[src/rtl/seg_pkg.sv]
// seg_pkg: shared constants for the seven-segment output responder.
//   HEX_SEG      : active-low patterns for hex digits 0..F (bit7=dp, bits6:0=g..a)
//   SEG_BLANK    : all segments off, dp off
//   ST_*         : handshake FSM state encoding
package seg_pkg;

    // Index n holds the pattern for nibble value n; dp (bit7) is always off.
    localparam logic [15:0][7:0] HEX_SEG = {
        8'h8E,  // F
        8'h86,  // E
        8'hA1,  // d
        8'hC6,  // C
        8'h83,  // b
        8'h88,  // A
        8'h90,  // 9
        8'h80,  // 8
        8'hF8,  // 7
        8'h82,  // 6
        8'h92,  // 5
        8'h99,  // 4
        8'hB0,  // 3
        8'hA4,  // 2
        8'hF9,  // 1
        8'hC0   // 0
    };

    localparam logic [7:0] SEG_BLANK = 8'hFF;

    localparam logic [1:0] ST_IDLE      = 2'd0;
    localparam logic [1:0] ST_ACK       = 2'd1;
    localparam logic [1:0] ST_WAIT_DROP = 2'd2;

endpackage

[src/rtl/seg_output_responder_hex_to_seg.sv]
// hex_to_seg: combinational nibble to seven-segment pattern decoder.
//   i_nibble : 4-bit hex value
//   o_seg    : 8-bit active-low segment pattern (bit7=dp, always off)
module hex_to_seg
    import seg_pkg::*;
(
    input  logic [3:0] i_nibble,
    output logic [7:0] o_seg
);

    assign o_seg = HEX_SEG[i_nibble];

endmodule

[src/rtl/seg_output_responder.sv]
// seg_output_responder: CPU output-port responder driving an 8-digit hex display.
//   clk, rst           : clock, asynchronous active-high reset
//   output_flag        : CPU output request, held until acknowledged
//   output_data        : value to display, sampled on acceptance
//   output_finish_flag : one-cycle acknowledge per accepted request
//   seg_data           : active-low segment pattern of the scanned digit
//   seg_sel            : one-hot digit select, bit n = nibble n
//   led                : count of accepted outputs, modulo 2^16
// Build option: define SEG_LEADING_ZERO_BLANK_EN to blank digits above the
// most significant nonzero nibble (digit 0 is always lit).
module seg_output_responder
    import seg_pkg::*;
#(
    parameter int unsigned SCAN_DIV = 100000
) (
    input  logic        clk,
    input  logic        rst,
    input  logic        output_flag,
    input  logic [31:0] output_data,
    output logic        output_finish_flag,
    output logic [7:0]  seg_data,
    output logic [7:0]  seg_sel,
    output logic [15:0] led
);

    localparam int unsigned DIV_W = $clog2(SCAN_DIV);
    localparam logic [DIV_W-1:0] DIV_LAST = DIV_W'(SCAN_DIV - 1);

    logic [1:0]       r_state;
    logic [31:0]      r_shown;
    logic [15:0]      r_out_cnt;
    logic [DIV_W-1:0] r_div_cnt;
    logic [2:0]       r_cur_digit;
    logic [7:0]       r_seg_sel;
    logic [7:0]       r_seg_data;

    logic [4:0]       w_bit_idx;
    logic [3:0]       w_nibble;
    logic [7:0]       w_seg;
    logic             w_blank;

    // Handshake: accept only from IDLE, so a flag held high is acknowledged once.
    always_ff @(posedge clk or posedge rst) begin
        if (rst) begin
            r_state   <= ST_IDLE;
            r_shown   <= 32'd0;
            r_out_cnt <= 16'd0;
        end else begin
            case (r_state)
                ST_IDLE: begin
                    if (output_flag) begin
                        r_shown   <= output_data;
                        r_out_cnt <= r_out_cnt + 16'd1;
                        r_state   <= ST_ACK;
                    end
                end
                ST_ACK: begin
                    r_state <= output_flag ? ST_WAIT_DROP : ST_IDLE;
                end
                ST_WAIT_DROP: begin
                    if (!output_flag) begin
                        r_state <= ST_IDLE;
                    end
                end
                default: r_state <= ST_IDLE;
            endcase
        end
    end

    assign output_finish_flag = (r_state == ST_ACK);
    assign led                = r_out_cnt;

    // Digit scan: advance one digit every SCAN_DIV cycles.
    always_ff @(posedge clk or posedge rst) begin
        if (rst) begin
            r_div_cnt   <= '0;
            r_cur_digit <= 3'd0;
        end else if (r_div_cnt == DIV_LAST) begin
            r_div_cnt   <= '0;
            r_cur_digit <= r_cur_digit + 3'd1;
        end else begin
            r_div_cnt   <= r_div_cnt + 1'b1;
        end
    end

    assign w_bit_idx = {r_cur_digit, 2'b00};
    assign w_nibble  = r_shown[w_bit_idx +: 4];

    hex_to_seg u_hex_to_seg (
        .i_nibble (w_nibble),
        .o_seg    (w_seg)
    );

`ifdef SEG_LEADING_ZERO_BLANK_EN
    // Blank when every nibble at or above the current digit is zero.
    assign w_blank = (r_cur_digit != 3'd0) && ((r_shown >> w_bit_idx) == 32'd0);
`else
    assign w_blank = 1'b0;
`endif

    // Registered display outputs; select and pattern always move together.
    always_ff @(posedge clk or posedge rst) begin
        if (rst) begin
            r_seg_sel  <= 8'h01;
            r_seg_data <= HEX_SEG[0];
        end else begin
            r_seg_sel  <= 8'h01 << r_cur_digit;
            r_seg_data <= w_blank ? SEG_BLANK : w_seg;
        end
    end

    assign seg_sel  = r_seg_sel;
    assign seg_data = r_seg_data;

endmodule

[config.mk]
export PLATFORM = sky130hd
export DESIGN_NAME = seg_output_responder
export DESIGN_NICKNAME = d
export VERILOG_FILES = /design/src/rtl/seg_pkg.sv /design/src/rtl/seg_output_responder_hex_to_seg.sv /design/src/rtl/seg_output_responder.sv
export SDC_FILE = /design/constraint.sdc
export NUM_CORES = 1
export LEC_CHECK = 0
export BUFFER_PORTS_ARGS = -buffer_cell sky130_fd_sc_hd__buf_2
export CORE_MARGIN = 5
export CORE_UTILIZATION = 35
export CTS_BUF_LIST = sky130_fd_sc_hd__clkbuf_2 sky130_fd_sc_hd__clkbuf_4 sky130_fd_sc_hd__clkbuf_8
export CTS_CLUSTER_SIZE = 28
export DETAILED_ROUTE_END_ITERATION = 7
export RECOVER_POWER = 25
export SYNTH_ARGS = -nofsm -noshare
export SYNTH_HDL_FRONTEND = slang
export SYNTH_SLANG_ARGS = --single-unit
[constraint.sdc]
create_clock -name clk -period 3.5 [get_ports clk]
set_clock_uncertainty 0.1 [all_clocks]
set_input_delay 0.35 -clock clk [delete_from_list [all_inputs] [get_ports clk]]
set_output_delay 0.35 -clock clk [all_outputs]
set_load 0.05 [all_outputs]
# ---- Yosys cells after proc, flatten, opt, wreduce, memory -nomap -nowiden
# Memories as Yosys holds them, arrays and structs flattened. A register that Yosys moved wholly into a read port is not among the register bits.
# Index checks and enable logic that the tools add are counted.
dict set report totals {
  ff_bits 78
  romBits 128
  input_bits 35
  word_cells 25
  memories 1
}
dict set report op_classes {
  n_addsub 3
  eq_ne 5
  shift 2
  mux 5
  n_reduce_logical 3
}
# name words width rd rd_ports_with_merged_regs write_ports line
set mem_list {}
lappend mem_list {{(no name shown)} 16 8 1 1 0 seg_output_responder_hex_to_seg.sv:11} ;# assign o_seg = HEX_SEG[i_nibble];
# cell count
set ops {}
lappend ops {{32-bit by 6-bit variable part select with 4-bit output} 1}
lappend ops {{17-bit by 1-bit adder with 17-bit output, second input constant} 1}
lappend ops {{17-bit == test, second input constant} 1}
lappend ops {{17-bit two-way mux} 1}
lappend ops {{16-bit by 1-bit adder with 16-bit output, second input constant} 1}
lappend ops {{1-bit by 3-bit << shifter with 8-bit output, first input constant} 1}
lappend ops {{2-bit two-way mux} 3}
lappend ops {{2-bit case mux with 3 select lines} 1}
lappend ops {{2-bit != test, second input constant} 2}
lappend ops {{2-bit AND reduction} 2}
lappend ops {{3-bit by 1-bit adder with 3-bit output, second input constant} 1}
lappend ops {{2-bit by 1-bit == test with 1-bit output, second input constant} 1}
lappend ops {{2-bit == test, second input constant} 1}
lappend ops {{2-bit zero test} 1}

# ---- Logic depth before layout (Yosys ltp)
dict set report depth {
  word_depth 3
  mapped_depth 8
  ltp_nobuf 7
}

# ---- Hierarchy
# A second synthesis with hierarchy kept.
dict set report unflattened {
  cells_unflattened 309
  area_unflattened_um2 3950.0
}
# mod n_inst cells_each area_per_inst_um2 seq_area_each_um2
set modules_own_cells {}
lappend modules_own_cells {seg_output_responder 1 272 3668.5 2155.8}
lappend modules_own_cells {hex_to_seg 1 37 281.5 0.0}

# ---- Worst setup path after synthesis
# No wires, ideal clock.
dict set report synth_path {
  kind {register to register}
  start {register r_cur_digit[0]}
  end {register r_seg_data[0], in the netlist seg_data[0]}
  setup_ns 0.124
  arrival_time_ns 2.120
  t_required_ns 3.276
  path_slack_ns 1.156
  stages_incl_launch_ff 8
  synth_period_minus_slack_ns 2.344
  cell_sequence {dfrtp_1 -> buf_6 -> mux4_1 -> mux2i_1 -> inv_1 -> ha_1 -> and3_1 -> a211o_1}
}
dict set report synth_between {
  elab_chain_len 1
}
# item line
set synth_rtl {}
lappend synth_rtl {{start, declared} seg_output_responder.sv:33} ;# logic [2:0] r_cur_digit;
lappend synth_rtl {{start signal, assigned} seg_output_responder.sv:80} ;# r_cur_digit <= r_cur_digit + 3'd1;
lappend synth_rtl {{32-bit by 6-bit variable part select with 4-bit output} seg_output_responder.sv:87} ;# assign w_nibble = r_shown[w_bit_idx +: 4];
lappend synth_rtl {{end, declared} seg_output_responder.sv:35} ;# logic [7:0] r_seg_data;
# Every way passes these cells.
# A chain may end at the register's enable or synchronous reset.

# ---- Final worst setup path
dict set report layout_path {
  start {register r_cur_digit[0]}
  end {register r_seg_data[5], in the netlist seg_data[5]}
}
# Same word-level chain as after synthesis.

==> flow_metrics.py <==
metrics = {
    "run_status": {
        "run_status": "finished, final reports clean",
    },
    "detailed_routing": {
        "drc": 0,
        "vias_per_cell": 4.79,
        "drt_iter0_markers": 128,
        "antenna_left": 0,
        "vias": 2420,
        "routedWlPerCell_um": 15.0,
        "wl_mm": 7.57,
        "drt_pass1_iterations": 4,
    },
    "sta": {
        "max-slew-margin-rel_pct": 33.9,
        "slew_violations": 0,
        "fin_setup_tns_ns": 0,
        "rsz0062_at_grt": "false",
        "setup-violations-final": 0,
        "fmax_mhz": 357,
        "hold_viol": 0,
        "holdWs_ns": 0.118,
        "tightest_slew_ns": 0.990,
        "period_share_pct": 80.0,
        "fin_crit_ns": 2.80,
    },
    "die": {
        "dieHeight_um": 115,
        "initial_utilization_pct": 35.7,
        "io_pins": 68,
        "core_area_sq_mm": 0.0109,
        "rows": 38,
        "die_w_um": 115,
        "dieArea_sq_mm": 0.0133,
    },
    "cts": {
        "clkTransAtPathRegs_ns": 0.09,
        "clock_sinks": 85,
        "clock_latency_ns": 0.36,
        "cts_tree": "yes",
        "ctsHoldBuffers": 1,
        "htree_num_levels": 3,
        "root_buffer": "clkbuf_8",
        "numCtsBuffers": 9,
        "ctsResizeCount": 0,
        "clk_path_buf_depth": 2,
        "post_cts.repair.setup_buffers": 0,
    },
    "cells_and_area": {
        "fillers": 1087,
        "drive_above_1_share_pct": 33.2,
        "fin_area_sq_mm": 0.00461,
        "antenna_cells": 0,
        "num-nets-final": 409,
        "area_growth_pct": 18.4,
    },
    "synthesis": {
        "ys_warn_count": 0,
        "syn_inst": 288,
        "syn_area_sq_mm": 0.00389,
        "synth-edff-count": 0,
        "ys_ff_latch": 85,
        "syn_nets": 337,
        "avgSynthCellArea_sq_um": 13.5,
        "synthFlopType": "dfrtp_1",
        "yosysSeqAreaShare_pct": 54.7,
        "synthArstFlopShare_pct": 100,
        "synth_cell_types": 41,
    },
    "worst_hold_path": {
        "hold-path-cell-count": 2,
        "min_path_type": "primary input to flop",
        "holdPathEnd": "r_shown[17]$_DFFE_PP0P_",
        "min-delay-start": "output_data[17]",
    },
    "global_routing": {
        "grt_pass1_vias": 2556,
        "antenna_found_initial": 0,
        "grt_overflow": 0,
        "grt_pass1_wl_mm": 12.9,
        "grt_use_total_pct": 12.5,
        "grt_start_max_net_pins": 35,
    },
    "power": {
        "pwr-share-comb_pct": 25.5,
        "pwr_density_cell_mw_per_mm2": 612,
        "pwr-share-seq_pct": 44.3,
        "switchingPower_w": 0.000908,
        "clock_power_share_pct": 30.2,
        "p_leak_nw": 2.14,
        "switching_share_pct": 32.2,
        "intPower_w": 0.00191,
        "finalPower_w": 0.00282,
        "ir_worst_vdd_v": 0.000286,
    },
    "place": {
        "place_congestion": 0.796,
        "io_buffers": 66,
        "placed_area_sq_mm": 0.00437,
        "dp_hpwl_mm": 5.56,
    },
    "setup_path": {
        "crit_slowest_cell": "dfrtp_1",
        "worstSetupPathType": "flop to flop",
        "startpoint_type": "flop",
        "path_max_fanout": 11,
        "r2r-start": "r_cur_digit[0]$_DFFE_PP0N_",
        "crit_required_ns": 3.64,
        "arrival_ns": 2.94,
        "rrSetupSlack_ns": 0.70,
        "r2r-end": "seg_data[5]$_DFF_PP0_",
        "cp-end-kind": "flop",
        "reg2reg_depth": 7,
        "cp_slowest_stage_delay_ns": 0.70,
        "path_cells": "mux4_1 -> mux2i_1 -> inv_1 -> ha_1 -> inv_1 -> mux2i_1 -> a22o_2",
    },
    "run": {
        "maxCapViolCount": 0,
    },
}
==> cells by family after synthesis <==
family                     synth area share, %
xor gates and xnor gates                  6.75
buffers and inverters                     2.44
adders and majority gates                 4.50
muxes                                     19.0
and+or+nand+nor                           10.5
DFF                                       54.7
other                                   0.0964
AOI/OAI and AO/OA                         1.93
==> state kept, by name, summed over array words and instances (netlist names) <==
| name | flops |
|---|---|
| led | 16 |
| r_cur_digit | 3 |
| r_div_cnt | 17 |
| r_shown | 32 |
| r_state | 2 |
| seg_data | 7 |
| seg_sel | 8 |
==> synthesized netlist by cell type (2+ instances only) <==
library cell	number	area share, %
inv_1	8	0.77
and2_1	3	0.48
mux2_2	36	10
nand2_1	11	1.1
mux4_2	4	2.3
or3_1	3	0.48
or4_1	2	0.39
and4_1	5	1.1
o31ai_1	2	0.39
nor3b_1	2	0.39
nor2_1	12	1.2
o21ai_0	2	0.26
nor3_1	4	0.51
ha_1	14	4.5
mux4_1	4	2.7
nand3_1	10	1.3
nor2b_1	6	0.97
dfrtp_1	83	53
mux2i_1	8	2.1
buf_2	4	0.51
dfstp_2	2	1.4
clkbuf_1	2	0.19
xnor2_1	14	3.2
mux2i_4	2	1.2
a21oi_1	2	0.26
nand4_1	9	1.4
buf_4	3	0.58
xor2_1	16	3.6
and3_1	3	0.48
==> power groups by stage <==
stage / Clock [W] / Combinational [W] / Sequential (W)
after floorplan: 0 / 0.000345 / 0.00148
after global placement: 0 / 0.000720 / 0.00127
after detailed placement: 0 / 0.000738 / 0.00127
after CTS: 0.000879 / 0.000741 / 0.00125
after global routing: 0.000917 / 0.000782 / 0.00127
final: 0.000851 / 0.000720 / 0.00125
==> layout make-up <==
type	count	area, sq um	area share [%]
clock buffer	11	145	3.15
inverter	9	35.0	0.760
clock inverter	5	106	2.31
multi-input combinational	184	1670	36.1
tap	140	175	3.80
sequential	85	2130	46.2
timing repair buffer	71	350	7.60
==> per-layer routing <==
layer	vias to the layer above	track usage (%)	share of wire, %
met4	0	4.46	1.4
li1	1165	-	-
met5	-	0	0
met1	1203	15.6	44
met2	46	20.6	50
met3	6	3.55	5.5
==> critical path: cells and delay by family, from the launching register on <==
family | cells | cell delay, ns
buffers and inverters | 2 | 0.21
multiplexers | 3 | 1.14
AO/OA/AOI/OAI | 1 | 0.27
flip-flops | 1 | 0.70
adder cells (fa/ha/maj) | 1 | 0.26
==> stage by stage <==
step	utilization, %	cells	setup WS (ns)
floorplan	-	288	0.860
global placement	40.1	488	0.767
detailed placement	40.1	488	0.683
CTS	42.5	505	0.658
global route	42.3	505	0.442
finish	42.3	505	0.698
==> how the worst max path moves through the flow <==
stage | start | end | slack, ns | cells after the start
global route | r_cur_digit[0]$_DFFE_PP0N_ | seg_data[5]$_DFF_PP0_ | 0.44 | 7
CTS | r_cur_digit[0]$_DFFE_PP0N_ | seg_data[5]$_DFF_PP0_ | 0.66 | 7
floorplan | rst | led[0]$_DFFE_PP0P_ | 0.86 | 1
global placement | r_cur_digit[0]$_DFFE_PP0N_ | seg_data[5]$_DFF_PP0_ | 0.77 | 7
detailed placement | r_cur_digit[0]$_DFFE_PP0N_ | seg_data[5]$_DFF_PP0_ | 0.68 | 7
finish | r_cur_digit[0]$_DFFE_PP0N_ | seg_data[5]$_DFF_PP0_ | 0.70 | 7
==> layout by cell type (no fill, tap or decap), drive strengths merged, types with 9 or more instances in the layout <==
cell     n
nand3   10
buf     55
nand2   11
mux2    37
xnor2   14
inv      9
clkbuf  26
dfrtp   83
mux2i   10
ha      14
nand4    9
xor2    16
nor2    12
Power figures use the tool's default switching activity.
